File: src/rtl/uart_link_pkg.sv
// Shared definitions for the board-to-board game-state link.
// Imported by both the master-side packer and the slave-side unpacker.
package uart_link_pkg;

  localparam logic [7:0] SYNC_BYTE_DEFAULT = 8'hA5;

  typedef enum logic [1:0] {
    IDLE,
    SYNC,
    DATA,
    CSUM
  } link_state_e;

  // Tag 0 is reserved so the receiver can reject an all-zero word.
  function automatic int unsigned tag_of(input int unsigned ch);
    return ch + 1;
  endfunction

  function automatic int unsigned word_bytes(input int unsigned tag_w,
                                             input int unsigned payload_w);
    return (tag_w + payload_w + 7) / 8;
  endfunction

  // Sync byte + tagged words + checksum byte.
  function automatic int unsigned frame_len(input int unsigned n_ch,
                                            input int unsigned wbytes);
    return 2 + n_ch * wbytes;
  endfunction

endpackage

File: src/rtl/frame_checksum.sv
// 8-bit additive checksum accumulator with synchronous clear and add-enable.
module frame_checksum (
  input  logic       clk,
  input  logic       rst,
  input  logic       clr,
  input  logic       add_en,
  input  logic [7:0] add_data,
  output logic [7:0] sum
);

  always_ff @(posedge clk) begin
    if (rst || clr) begin
      sum <= '0;
    end else if (add_en) begin
      sum <= sum + add_data;
    end
  end

endmodule

File: src/rtl/uart_frame_packer.sv
// Snapshots N_CH payload channels on start and streams a framed byte sequence
// (sync, tagged words MSB-first, checksum) over a valid/ready byte handshake.
module uart_frame_packer
  import uart_link_pkg::*;
#(
  parameter int unsigned N_CH      = 7,
  parameter int unsigned PAYLOAD_W = 12,
  parameter int unsigned TAG_W     = 4,
  parameter logic [7:0]  SYNC_BYTE = SYNC_BYTE_DEFAULT
) (
  input  logic                      clk,
  input  logic                      rst,
  input  logic                      start,
  input  logic [N_CH*PAYLOAD_W-1:0] ch_data,
  output logic [7:0]                tx_data,
  output logic                      tx_valid,
  input  logic                      tx_ready,
  output logic                      busy,
  output logic                      frame_done,
  output logic                      overrun
);

  localparam int unsigned WORD_BYTES = word_bytes(TAG_W, PAYLOAD_W);
  localparam int unsigned WORD_W     = WORD_BYTES * 8;
  localparam int unsigned CH_W       = (N_CH > 1) ? $clog2(N_CH) : 1;
  localparam int unsigned BY_W       = (WORD_BYTES > 1) ? $clog2(WORD_BYTES) : 1;
  localparam logic [CH_W-1:0] CH_LAST = CH_W'(N_CH - 1);
  localparam logic [BY_W-1:0] BY_LAST = BY_W'(WORD_BYTES - 1);

  link_state_e state, state_next;

  logic [PAYLOAD_W-1:0] snap [N_CH];
  logic [CH_W-1:0]      ch;
  logic [BY_W-1:0]      byte_idx;
  logic [WORD_W-1:0]    word;
  logic [7:0]           cur_byte;
  logic [7:0]           csum;
  logic                 xfer;
  logic                 accept;

  assign xfer   = tx_valid && tx_ready;
  assign accept = (state == IDLE) && start;

  always_ff @(posedge clk) begin
    if (rst) begin
      state <= IDLE;
    end else begin
      state <= state_next;
    end
  end

  always_comb begin
    state_next = state;
    unique case (state)
      IDLE: if (start) state_next = SYNC;
      SYNC: if (xfer)  state_next = DATA;
      DATA: if (xfer && byte_idx == '0 && ch == CH_LAST) state_next = CSUM;
      CSUM: if (xfer)  state_next = IDLE;
      default:         state_next = IDLE;
    endcase
  end

  always_comb begin
    tx_valid = 1'b0;
    tx_data  = '0;
    busy     = (state != IDLE);
    unique case (state)
      IDLE: ;
      SYNC: begin
        tx_valid = 1'b1;
        tx_data  = SYNC_BYTE;
      end
      DATA: begin
        tx_valid = 1'b1;
        tx_data  = cur_byte;
      end
      CSUM: begin
        tx_valid = 1'b1;
        tx_data  = csum;
      end
      default: ;
    endcase
  end

  // Word = {tag, payload}, zero-extended on the left to a whole number of bytes.
  always_comb begin
    word                     = '0;
    word[PAYLOAD_W-1:0]      = snap[ch];
    word[PAYLOAD_W +: TAG_W] = TAG_W'(tag_of(32'(ch)));
    cur_byte                 = word[byte_idx*8 +: 8];
  end

  always_ff @(posedge clk) begin
    if (rst) begin
      ch         <= '0;
      byte_idx   <= '0;
      frame_done <= 1'b0;
      overrun    <= 1'b0;
      for (int unsigned i = 0; i < N_CH; i++) snap[i] <= '0;
    end else begin
      frame_done <= (state == CSUM) && xfer;
      overrun    <= start && (state != IDLE);
      if (accept) begin
        for (int unsigned i = 0; i < N_CH; i++)
          snap[i] <= ch_data[i*PAYLOAD_W +: PAYLOAD_W];
      end
      if (state == SYNC && xfer) begin
        ch       <= '0;
        byte_idx <= BY_LAST;
      end else if (state == DATA && xfer) begin
        if (byte_idx != '0) begin
          byte_idx <= byte_idx - 1'b1;
        end else if (ch != CH_LAST) begin
          ch       <= ch + 1'b1;
          byte_idx <= BY_LAST;
        end
      end
    end
  end

  frame_checksum u_csum (
    .clk      (clk),
    .rst      (rst),
    .clr      (accept),
    .add_en   ((state == DATA) && xfer),
    .add_data (tx_data),
    .sum      (csum)
  );

endmodule

File: config.mk
export PLATFORM = sky130hd
export DESIGN_NAME = uart_frame_packer
export DESIGN_NICKNAME = d
export VERILOG_FILES = /design/src/rtl/uart_link_pkg.sv /design/src/rtl/frame_checksum.sv /design/src/rtl/uart_frame_packer.sv
export SDC_FILE = /design/constraint.sdc
export NUM_CORES = 1
export LEC_CHECK = 0
export BUFFER_PORTS_ARGS = -buffer_cell sky130_fd_sc_hd__buf_2
export CORE_ASPECT_RATIO = 1.75
export CORE_MARGIN = 2
export CORE_UTILIZATION = 55
export CTS_CLUSTER_DIAMETER = 40
export DETAILED_ROUTE_END_ITERATION = 8
export PLACE_DENSITY = 0.8
export SETUP_SLACK_MARGIN = 0.05
export SLEW_MARGIN = 40
export SYNTH_ARGS = -nofsm -noshare
export SYNTH_HDL_FRONTEND = slang
export SYNTH_SLANG_ARGS = --single-unit
File: constraint.sdc
create_clock -name clk -period 4.4 [get_ports clk]
set_input_delay 0.66 -clock clk [delete_from_list [all_inputs] [get_ports clk]]
set_output_delay 0.66 -clock clk [all_outputs]
set_load 0.1 [all_outputs]
==> qor.yml, run 1 <==
status: "complete, no violations"
swShare: 0.352
ir_drop_mv: 0.314
crit_path_start_kind: "register"
rsz0062_at_grt: "false"
worstSetupPathType: "reg -> reg"
intPower_mw: 2.05
cp.arrival_ns: 4.03
antenna_found_initial: 0
cts.repair.resized: 0
h-tree-depth: 3
gr-total-overflow: 0
drv_slew: 0
vias_per_cell: 5.37
die_area_mm2: 0.00995
post_drt_wl_per_cell_um: 16.6
p_clk_frac: 0.245
power_frac_seq: 0.448
synth_top_family_by_area: "simple AND/OR/NAND/NOR gates"
grt_pass1_vias: 3289
whs_endpoint: "u_csum.sum[4]"
fin_crit_sh: 0.863
rows: 46
switching_power_mw: 1.11
synth-compound-area-share: 0.0672
drc: 0
core-area_mm2: 0.00898
grt_max_degree: 73
postCtsSetupBuffers: 0
die_x_um: 76.3
cts_tree: "done"
clk_path_buf_depth: 2
firstDrtPassIters: 4
hpwl_um: 7720
numCtsBuffers: 9
ys.flop_type: "edfxtp_1"
power.density_mw_per_mm2: 537
tightestPinTransition_ns: 0.645
clock_skew_ns: 0.00460
synthArstFlopShare: 0
yosysWarnings: 0
clkTransAtPathRegs_ns: 0.07
power_leakage_nw: 2.39
synth-simple-area-share: 0.171
totalWireLength_um: 10200
yosys.area.top_type_share: 0.502
r2r_end: "u_csum.sum[6]"
synthToLayoutAreaGrowth_pct: 17.3
ys_ff_latch: 103
hp-class: "reg -> reg"
synth_edf_count: 84
synth_fa_ha_area_frac: 0.0388
pwr-share-comb: 0.308
grt.total_usage: 0.218
synth_area_mm2: 0.00502
synthMuxAreaShare: 0.105
gp_congestion: 0.944
initial_core_util: 0.560
max_cap_violations: 0
hold_start: "u_csum.sum[4]"
syn_inst: 397
synth.largest_area_cell: "edfxtp_1"
ys_seq_area_frac: 0.578
clock_sinks: 103
rrSetupSlack_ns: 0.60
ios: 100
finalCriticalPeriod_ns: 3.80
reg2reg_depth: 14
io_buffer_count: 99
grt_pass1_wl_um: 16300
nets: 593
whs_ns: 0.479
whs_path_depth: 2
layout-drive-gt1-share: 0.271
first_iter_violations: 200
syn-num-nets: 500
setup_violations: 0
cp_max_fo: 14
ant_nets: 0
syn-mean-instance-area_um2: 12.7
insertion_delay_ns: 0.34
cp-end-kind: "register"
setup-tns-final_ns: 0
synth.distinct_cells: 42
antenna_cells: 0
slew_headroom: 0.570
cp.required_ns: 4.63
synth_area_leaders: "edfxtp_1, and2_1, dfxtp_1"
synthXorXnorAreaFrac: 0.0105
die_h_um: 130
root_buffer: "clkbuf_16"
fmax_ghz: 0.263
cts_hold_repair.buffers: 0
routed-via-count: 3302
finalHoldViolations: 0
-- worst max path at each step --
stage	startpoint	endpoint	slack (ns)
detailed placement	register	u_csum.sum[6]	0.63
CTS	register	u_csum.sum[6]	0.61
global placement	register	u_csum.sum[7]	0.76
floorplan	register	u_csum.sum[7]	0.17
finish	register	u_csum.sum[6]	0.60
global route	register	u_csum.sum[6]	0.30
-- metal layers --
metal | up-vias | GRT usage | part of all wire
li1 | 1613 | - | -
met1 | 1553 | 0.233 | 0.36
met2 | 107 | 0.397 | 0.56
met3 | 29 | 0.0412 | 0.036
met4 | 0 | 0.140 | 0.045
met5 | - | 0 | 0
-- power by group through the flow --
| stage | sequential (mW) | clock, mW | combinational (mW) |
|---|---|---|---|
| floorplan | 1.40 | 0 | 0.771 |
| global placement | 1.43 | 0 | 0.958 |
| detailed placement | 1.44 | 0 | 0.978 |
| CTS | 1.42 | 0.790 | 0.980 |
| global route | 1.44 | 0.831 | 1.05 |
| finish | 1.42 | 0.774 | 0.974 |
-- per-stage QoR --
step	total power, mW	std cells	setup slack [ns]	utilization	area [um^2]
final	3.17	615	0.604	0.656	5890
after global routing	3.32	615	0.297	0.656	5890
after CTS	3.19	615	0.614	0.656	5890
after detailed placement	2.42	599	0.627	0.624	5600
after global placement	2.39	599	0.759	0.624	5600
after floorplan	2.17	397	0.170	-	5030
-- final cells by class --
| type | count | area, um^2 |
|---|---|---|
| fill | 687 | 3090 |
| sequential | 103 | 2900 |
| multi-input combinational | 263 | 1980 |
| timing repair buffer | 104 | 533 |
| clock buffer | 10 | 229 |
| tap | 120 | 150 |
| clock inverter | 6 | 60.1 |
| inverter | 9 | 35.0 |
-- critical path, stage by stage (launching register included) --
cell	delay (ns)
dfxtp_1	0.73
buf_4	0.39
mux2i_1	0.21
o21ai_0	0.09
mux4_2	0.46
nand2b_1	0.08
nand3_1	0.11
ha_1	0.24
fa_1	0.42
a21o_1	0.20
a21oi_1	0.23
o21bai_1	0.10
a21oi_1	0.21
or4_1	0.14
nand3_1	0.06
-- kinds of logic (layout without fill, tap and decap cells) --
family / Yosys count / in the layout
compound gates: 54 / 54
mux: 31 / 31
flops: 103 / 103
xor+xnor: 6 / 6
buf+inv: 31 / 129
fa+ha+maj: 15 / 15
simple gates: 157 / 157
-- state kept, by name (all words and copies together) (netlist names), named ones only --
| name | flops |
|---|---|
| snap | 84 |
| u_csum.sum | 8 |
| ch | 3 |
| state | 2 |
| byte_idx | 1 |
| frame_done | 1 |
| overrun | 1 |
-- layout by cell type (no fill, tap or decap), drive strengths merged --
| cell | count |
|---|---|
| nand2b | 5 |
| o22a | 1 |
| clkbuf | 10 |
| a211oi | 6 |
| buf | 104 |
| xnor2 | 5 |
| ha | 14 |
| fa | 1 |
| bufinv | 1 |
| edfxtp | 84 |
| xor2 | 1 |
| o21ai | 16 |
| or3 | 1 |
| o2bb2ai | 1 |
| nor3b | 3 |
| a221oi | 1 |
| nand2 | 30 |
| nor2 | 16 |
| nand3b | 1 |
| dfxtp | 19 |
| and2 | 73 |
| or4 | 1 |
| nand4 | 2 |
| a22oi | 4 |
| nand3 | 8 |
| nor3 | 2 |
| o21a | 2 |
| clkinv | 5 |
| a21oi | 15 |
| nor2b | 15 |
| o21bai | 2 |
| o221ai | 1 |
| a21o | 4 |
| inv | 9 |
| mux2i | 15 |
| a31oi | 1 |
| mux4 | 16 |
-- Yosys cell counts (all sizes together), types with 2 or more instances --
library cell  count
a211oi            6
a21o              4
a21oi            15
a22oi             4
and2             73
buf              10
clkbuf           12
dfxtp            19
edfxtp           84
ha               14
inv               9
mux2i            15
mux4             16
nand2            30
nand2b            5
nand3             8
nand4             2
nor2             16
nor2b            15
nor3              2
nor3b             3
o21a              2
o21ai            16
o21bai            2
xnor2             5
(Power assumes the default switching activity.)
==> run 2: changes to the inputs <==
==> constraint.sdc (replaced) <==
create_clock -name clk -period 3.98 [get_ports clk]
set_input_delay 0.597 -clock clk [delete_from_list [all_inputs] [get_ports clk]]
set_output_delay 0.597 -clock clk [all_outputs]
set_load 0.1 [all_outputs]
==> qor.yml, run 2 (same netlist as run 1, synthesis figures left out) <==
status: "complete, no violations"  # unchanged
numCtsBuffers: 9  # unchanged
worstSetupPathType: "reg -> reg"  # unchanged
whs_ns: 0.473  # was 0.479 ns
slowest_delay_ns: 0.49  # was 0.73 ns
switching_power_mw: 1.23  # was 1.11 mW
largest_reg_flops: 84  # unchanged
final_common_cell: "buf_2"  # unchanged
top_regs: "snap (84), u_csum.sum (8), ch (3)"  # unchanged
dp_cells: 600  # was 599
reg2reg_depth: 13  # was 14
r2r_end: "u_csum.sum[7]"  # was u_csum.sum[6]
grt_max_degree: 73  # unchanged
power_leakage_nw: 2.41  # was 2.39 nW
place_ws_ns: 0.328  # was 0.627 ns
synthToLayoutAreaGrowth_pct: 18.2  # was 17.3%
crit_chain: "buf_4 > mux2i_1 > o21ai_0 > mux4_2 > a22oi_1 > nor2_2 > ha_1 > a211oi_1 > o21bai_1 > o22a_1 > a21o_1 > a21oi_1 > mux2i_1"  # was buf_4 > mux2i_1 > o21ai_0 > mux4_2 > nand2b_1 > nand3_1 > ha_1 > fa_1 > a21o_1 > a21oi_1 > o21bai_1 > a21oi_1 > or4_1 > nand3_1
finalHoldViolations: 0  # unchanged
cp_max_fo: 14  # unchanged
power_frac_seq: 0.439  # was 0.448
vias_per_cell: 5.43  # was 5.37
routed-via-count: 3344  # was 3,302
rows: 46  # unchanged
slew_headroom: 0.538  # was 0.570
pwr-share-comb: 0.303  # was 0.308
crit_path_start_kind: "register"  # unchanged
endpoint: "u_csum.sum[7]"  # was u_csum.sum[6]
rsz0062_at_grt: "false"  # unchanged
gr-total-overflow: 0  # unchanged
setup_violations: 0  # unchanged
grt.total_usage: 0.214  # was 0.218
finalCriticalPeriod_ns: 3.49  # was 3.80 ns
layout-drive-gt1-share: 0.282  # was 0.271
antenna_cells: 0  # unchanged
totalWireLength_um: 10300  # was 10,200 um
antenna_found_initial: 0  # unchanged
drc: 0  # unchanged
ios: 100  # unchanged
root_buffer: "clkbuf_16"  # unchanged
cp.required_ns: 4.26  # was 4.63 ns
tightestPinTransition_ns: 0.693  # was 0.645 ns
drv_slew: 0  # unchanged
power.density_mw_per_mm2: 599  # was 537 mW/mm^2
first_iter_violations: 154  # was 200
intPower_mw: 2.32  # was 2.05 mW
mostFrequentLayoutCells: "buf_2, edfxtp_1, and2_1"  # unchanged
nets: 594  # was 593
hp-class: "reg -> reg"  # unchanged
hpwl_um: 7590  # was 7720 um
initial_core_util: 0.560  # unchanged
io_buffer_count: 99  # unchanged
clk_path_buf_depth: 2  # unchanged
h-tree-depth: 3  # unchanged
core-area_mm2: 0.00898  # unchanged
finalPower_mw: 3.56  # was 3.17 mW
insertion_delay_ns: 0.34  # about the same
ant_nets: 0  # unchanged
final_cells: 616  # was 615
post_drt_wl_per_cell_um: 16.8  # was 16.6 um
die_h_um: 130  # unchanged
cp_slowest_cell: "dfxtp_2"  # was dfxtp_1
post-route-util: 0.661  # was 0.656
fin_crit_sh: 0.877  # was 0.863
gp_congestion: 0.865  # was 0.944
setup_slack_ns: 0.489  # was 0.604 ns
max_cap_violations: 0  # unchanged
swShare: 0.347  # was 0.352
hold_start: "u_csum.sum[7]"  # was u_csum.sum[4]
rrSetupSlack_ns: 0.49  # was 0.60 ns
clock_skew_ns: 0.00934  # was 0.00460 ns
grt_pass1_vias: 3271  # was 3,289
fmax_ghz: 0.286  # was 0.263 GHz
clkTransAtPathRegs_ns: 0.07  # about the same
cp-end-kind: "register"  # unchanged
whs_path_depth: 2  # unchanged
p_clk_frac: 0.257  # was 0.245
cpMostUsedCell: "mux2i_1"
firstDrtPassIters: 4  # unchanged
grt_pass1_wl_um: 16000  # was 16,300 um
die_x_um: 76.3  # unchanged
cp.arrival_ns: 3.77  # was 4.03 ns
cts_hold_repair.buffers: 0  # unchanged
clock_sinks: 103  # unchanged
ir_drop_mv: 0.381  # was 0.314 mV
regMostFlops: "snap"  # unchanged
cts_tree: "done"  # unchanged
die_area_mm2: 0.00995  # unchanged
## run 2: cell types whose count changed in the layout (fill, tap and decap cells not counted)
cell      delta
clkbuf_8     +3
clkinv_2     -1
clkinv_1     -1
clkbuf_1     -1
nand3_1      -1
nor2_1       -2
nor2_2       +2
nand3_2      +1
buf_4        +1
## run 2: repair_timing
action | CTS | global route
endpoints found under the setup margin | 0 | 1
resized for setup | 0 | 1
setup buffers | 0 | 0
## run 2: layout make-up
| cell class | instances | area [um^2] |
|---|---|---|
| Clock buffer | 12 | 267 |
| Clock inverter | 4 | 51.3 |
| Fill cell | 704 | 3040 |
| Inverter | 9 | 35.0 |
| Multi-Input combinational cell | 263 | 1990 |
| Sequential cell | 103 | 2900 |
| Tap cell | 120 | 150 |
| Timing Repair Buffer | 105 | 541 |
## run 2: how the worst min path moves through the flow
stage	to
after detailed placement	u_csum.sum[7]
after floorplan	u_csum.sum[7]
final	u_csum.sum[7]
after CTS	u_csum.sum[7]
after global placement	u_csum.sum[7]
after global routing	u_csum.sum[7]
## run 2: stage by stage
step                      TNS [ns]  instance area, um^2
after detailed placement         0                 5620
after floorplan            -0.0185                 5040
after global placement           0                 5620
after CTS                        0                 5940
final                            0                 5940
after global routing             0                 5940
## run 2: power by group through the flow
| stage | sequential (mW) | clock [mW] | combinational (mW) |
|---|---|---|---|
| floorplan | 1.55 | 0 | 0.858 |
| global placement | 1.57 | 0 | 1.06 |
| detailed placement | 1.59 | 0 | 1.08 |
| CTS | 1.56 | 0.927 | 1.09 |
| global route | 1.59 | 0.958 | 1.16 |
| finish | 1.56 | 0.915 | 1.08 |
## run 2: critical path, delay by kind of cell, from the launching register on
kind / cells / cell delay [ns]
muxes: 3 / 0.90
AOI/OAI and AO/OA: 7 / 1.30
and+or+nand+nor: 1 / 0.09
buffers and inverters: 1 / 0.33
adders and majority gates: 1 / 0.32
DFF: 1 / 0.49
## run 2: metal layers
metal  global-route usage  vias up  part of all wire
met4                0.110        0             0.030
met3               0.0378       21             0.034
li1                     -     1619                 -
met5                    0        -                 0
met1                0.232     1608              0.37
met2                0.401       96              0.57
==> run 3: changes to the inputs <==
--- a/config.mk
+++ b/config.mk
@@ -5,6 +5,7 @@
 export SDC_FILE = /design/constraint.sdc
 export NUM_CORES = 1
 export LEC_CHECK = 0
+export ABC_CLOCK_PERIOD_IN_PS = 3900
 export BUFFER_PORTS_ARGS = -buffer_cell sky130_fd_sc_hd__buf_2
 export CORE_ASPECT_RATIO = 1.75
 export CORE_MARGIN = 2
==> constraint.sdc (replaced) <==
create_clock -name clk -period 3.9 [get_ports clk]
set_input_delay 0.585 -clock clk [delete_from_list [all_inputs] [get_ports clk]]
set_output_delay 0.585 -clock clk [all_outputs]
set_load 0.05 [all_outputs]
==> qor.yml, run 3 (same netlist as run 1, synthesis figures left out) <==
drc: 0  # unchanged
insertion_delay_ns: 0.34  # about the same
finalHoldViolations: 0  # unchanged
die_h_um: 130  # unchanged
hp-class: "reg -> reg"  # unchanged
place_ws_ns: 0.410  # was 0.328 ns
ir_drop_mv: 0.337  # was 0.381 mV
setup_violations: 0  # unchanged
layout-drive-gt1-share: 0.271  # was 0.282
whs_ns: 0.480  # was 0.473 ns
antenna_cells: 0  # unchanged
synthToLayoutAreaGrowth_pct: 17.1  # was 18.2%
rows: 46  # unchanged
root_buffer: "clkbuf_16"  # unchanged
cts_tree: "done"  # unchanged
h-tree-depth: 3  # unchanged
p_clk_frac: 0.246  # was 0.257
fin_crit_sh: 0.896  # was 0.877
grt.total_usage: 0.208  # was 0.214
crit_chain: "buf_4 > mux4_1 > mux4_2 > nand2b_1 > nand3_1 > ha_1 > fa_1 > a21o_1 > a21oi_1 > o21bai_1 > a21oi_1 > or4_1 > nand3_1"  # was buf_4 > mux2i_1 > o21ai_0 > mux4_2 > a22oi_1 > nor2_2 > ha_1 > a211oi_1 > o21bai_1 > o22a_1 > a21o_1 > a21oi_1 > mux2i_1
ant_nets: 0  # unchanged
grt_pass1_vias: 3166  # was 3,271
routed-via-count: 3242  # was 3,344
slowest_delay_ns: 0.58  # was 0.49 ns
power_frac_seq: 0.476  # was 0.439
ios: 100  # unchanged
swShare: 0.322  # was 0.347
postCtsSetupBuffers: 0  # unchanged
die_x_um: 76.3  # unchanged
io_buffer_count: 99  # unchanged
gr-total-overflow: 0  # unchanged
hpwl_um: 7550  # was 7590 um
core-area_mm2: 0.00898  # unchanged
antenna_found_initial: 0  # unchanged
final_common_cell: "buf_2"  # unchanged
post_drt_wl_per_cell_um: 16.2  # was 16.8 um
largest_reg_flops: 84  # unchanged
top_regs: "snap (84), u_csum.sum (8), ch (3)"  # unchanged
grt_pass1_wl_um: 15600  # was 16,000 um
slew_headroom: 0.570  # was 0.538
regMostFlops: "snap"  # unchanged
clk_path_buf_depth: 2  # unchanged
fillers: 702  # was 704
nets: 596  # was 594
cp.arrival_ns: 3.72  # was 3.77 ns
power.density_mw_per_mm2: 564  # was 599 mW/mm^2
status: "complete, no violations"  # unchanged
cp.required_ns: 4.12  # was 4.26 ns
die_area_mm2: 0.00995  # unchanged
finalCriticalPeriod_ns: 3.49  # about the same
cts_hold_repair.buffers: 0  # unchanged
vias_per_cell: 5.25  # was 5.43
clock_skew_ns: 0.00476  # was 0.00934 ns
cp_max_fo: 11  # was 14
pwr-share-comb: 0.278  # was 0.303
setup-tns-final_ns: 0  # unchanged
firstDrtPassIters: 4  # unchanged
grt_max_degree: 73  # unchanged
gp_congestion: 0.899  # was 0.865
rsz0062_at_grt: "false"  # unchanged
numCtsBuffers: 9  # unchanged
clkTransAtPathRegs_ns: 0.07  # about the same
worstSetupPathType: "reg -> reg"  # unchanged
drv_slew: 0  # unchanged
intPower_mw: 2.25  # was 2.32 mW
crit_path_start_kind: "register"  # unchanged
setup_slack_ns: 0.407  # was 0.489 ns
tightestPinTransition_ns: 0.645  # was 0.693 ns
totalWireLength_um: 10000  # was 10,300 um
switching_power_mw: 1.07  # was 1.23 mW
clock_sinks: 103  # unchanged
initial_core_util: 0.560  # unchanged
fmax_ghz: 0.286  # about the same
power_leakage_nw: 2.39  # was 2.41 nW
cts.repair.resized: 0  # unchanged
max_cap_violations: 0  # unchanged
cp-end-kind: "register"  # unchanged
first_iter_violations: 132  # was 154
mostFrequentLayoutCells: "buf_2, edfxtp_1, and2_1"  # unchanged
cp_slowest_cell: "mux4_1"  # was dfxtp_2
-- run 3: stage by stage --
step	power [mW]	instance area (um^2)	std cells	utilization
2_1_floorplan	2.27	5020	397	-
3_3_place_gp	2.51	5620	602	0.626
3_5_place_dp	2.54	5620	602	0.626
4_1_cts	3.34	5890	618	0.656
5_1_grt	3.48	5890	618	0.656
6_report	3.32	5890	618	0.656
-- run 3: final timing paths --
kind                 startpoint       endpoint  slack (ns)  cells after the start
setup / recovery       register  u_csum.sum[6]        0.41                     13
setup reg to reg       register  u_csum.sum[6]        0.41                     13
hold / removal    u_csum.sum[7]  u_csum.sum[7]        0.48                      2
hold reg to reg   u_csum.sum[7]  u_csum.sum[7]        0.48                      2
-- run 3: layout make-up --
cell class	count	area (um^2)	area share
clock buffer	10	229	0.0389
clock inverter	6	36.3	0.00616
inverter	9	35.0	0.00595
multi-input combinational	263	1980	0.336
sequential	103	2900	0.493
tap	120	150	0.0255
timing repair buffer	107	556	0.0944
-- run 3: power by group through the flow --
stage	clock network, mW	registers, mW	logic, mW
after global placement	0	1.60	0.912
after detailed placement	0	1.61	0.932
final	0.816	1.58	0.924
after global routing	0.867	1.61	1.01
after CTS	0.825	1.59	0.933
after floorplan	0	1.57	0.697
-- run 3: routing by layer --
metal  vias to the layer above  GRT usage  share of wire
li1                       1618          -              -
met4                         0     0.0952          0.032
met3                        22     0.0371          0.035
met1                      1518      0.222           0.37
met2                        84      0.398           0.57
met5                         -          0              0
-- run 3: worst max-delay path, delay by kind of cell, from the launching register on --
family	cells	cell delay, ns
simple gates	4	0.40
buf+inv	1	0.23
mux	2	1.05
compound gates	4	0.71
flops	1	0.33
fa+ha+maj	2	0.65
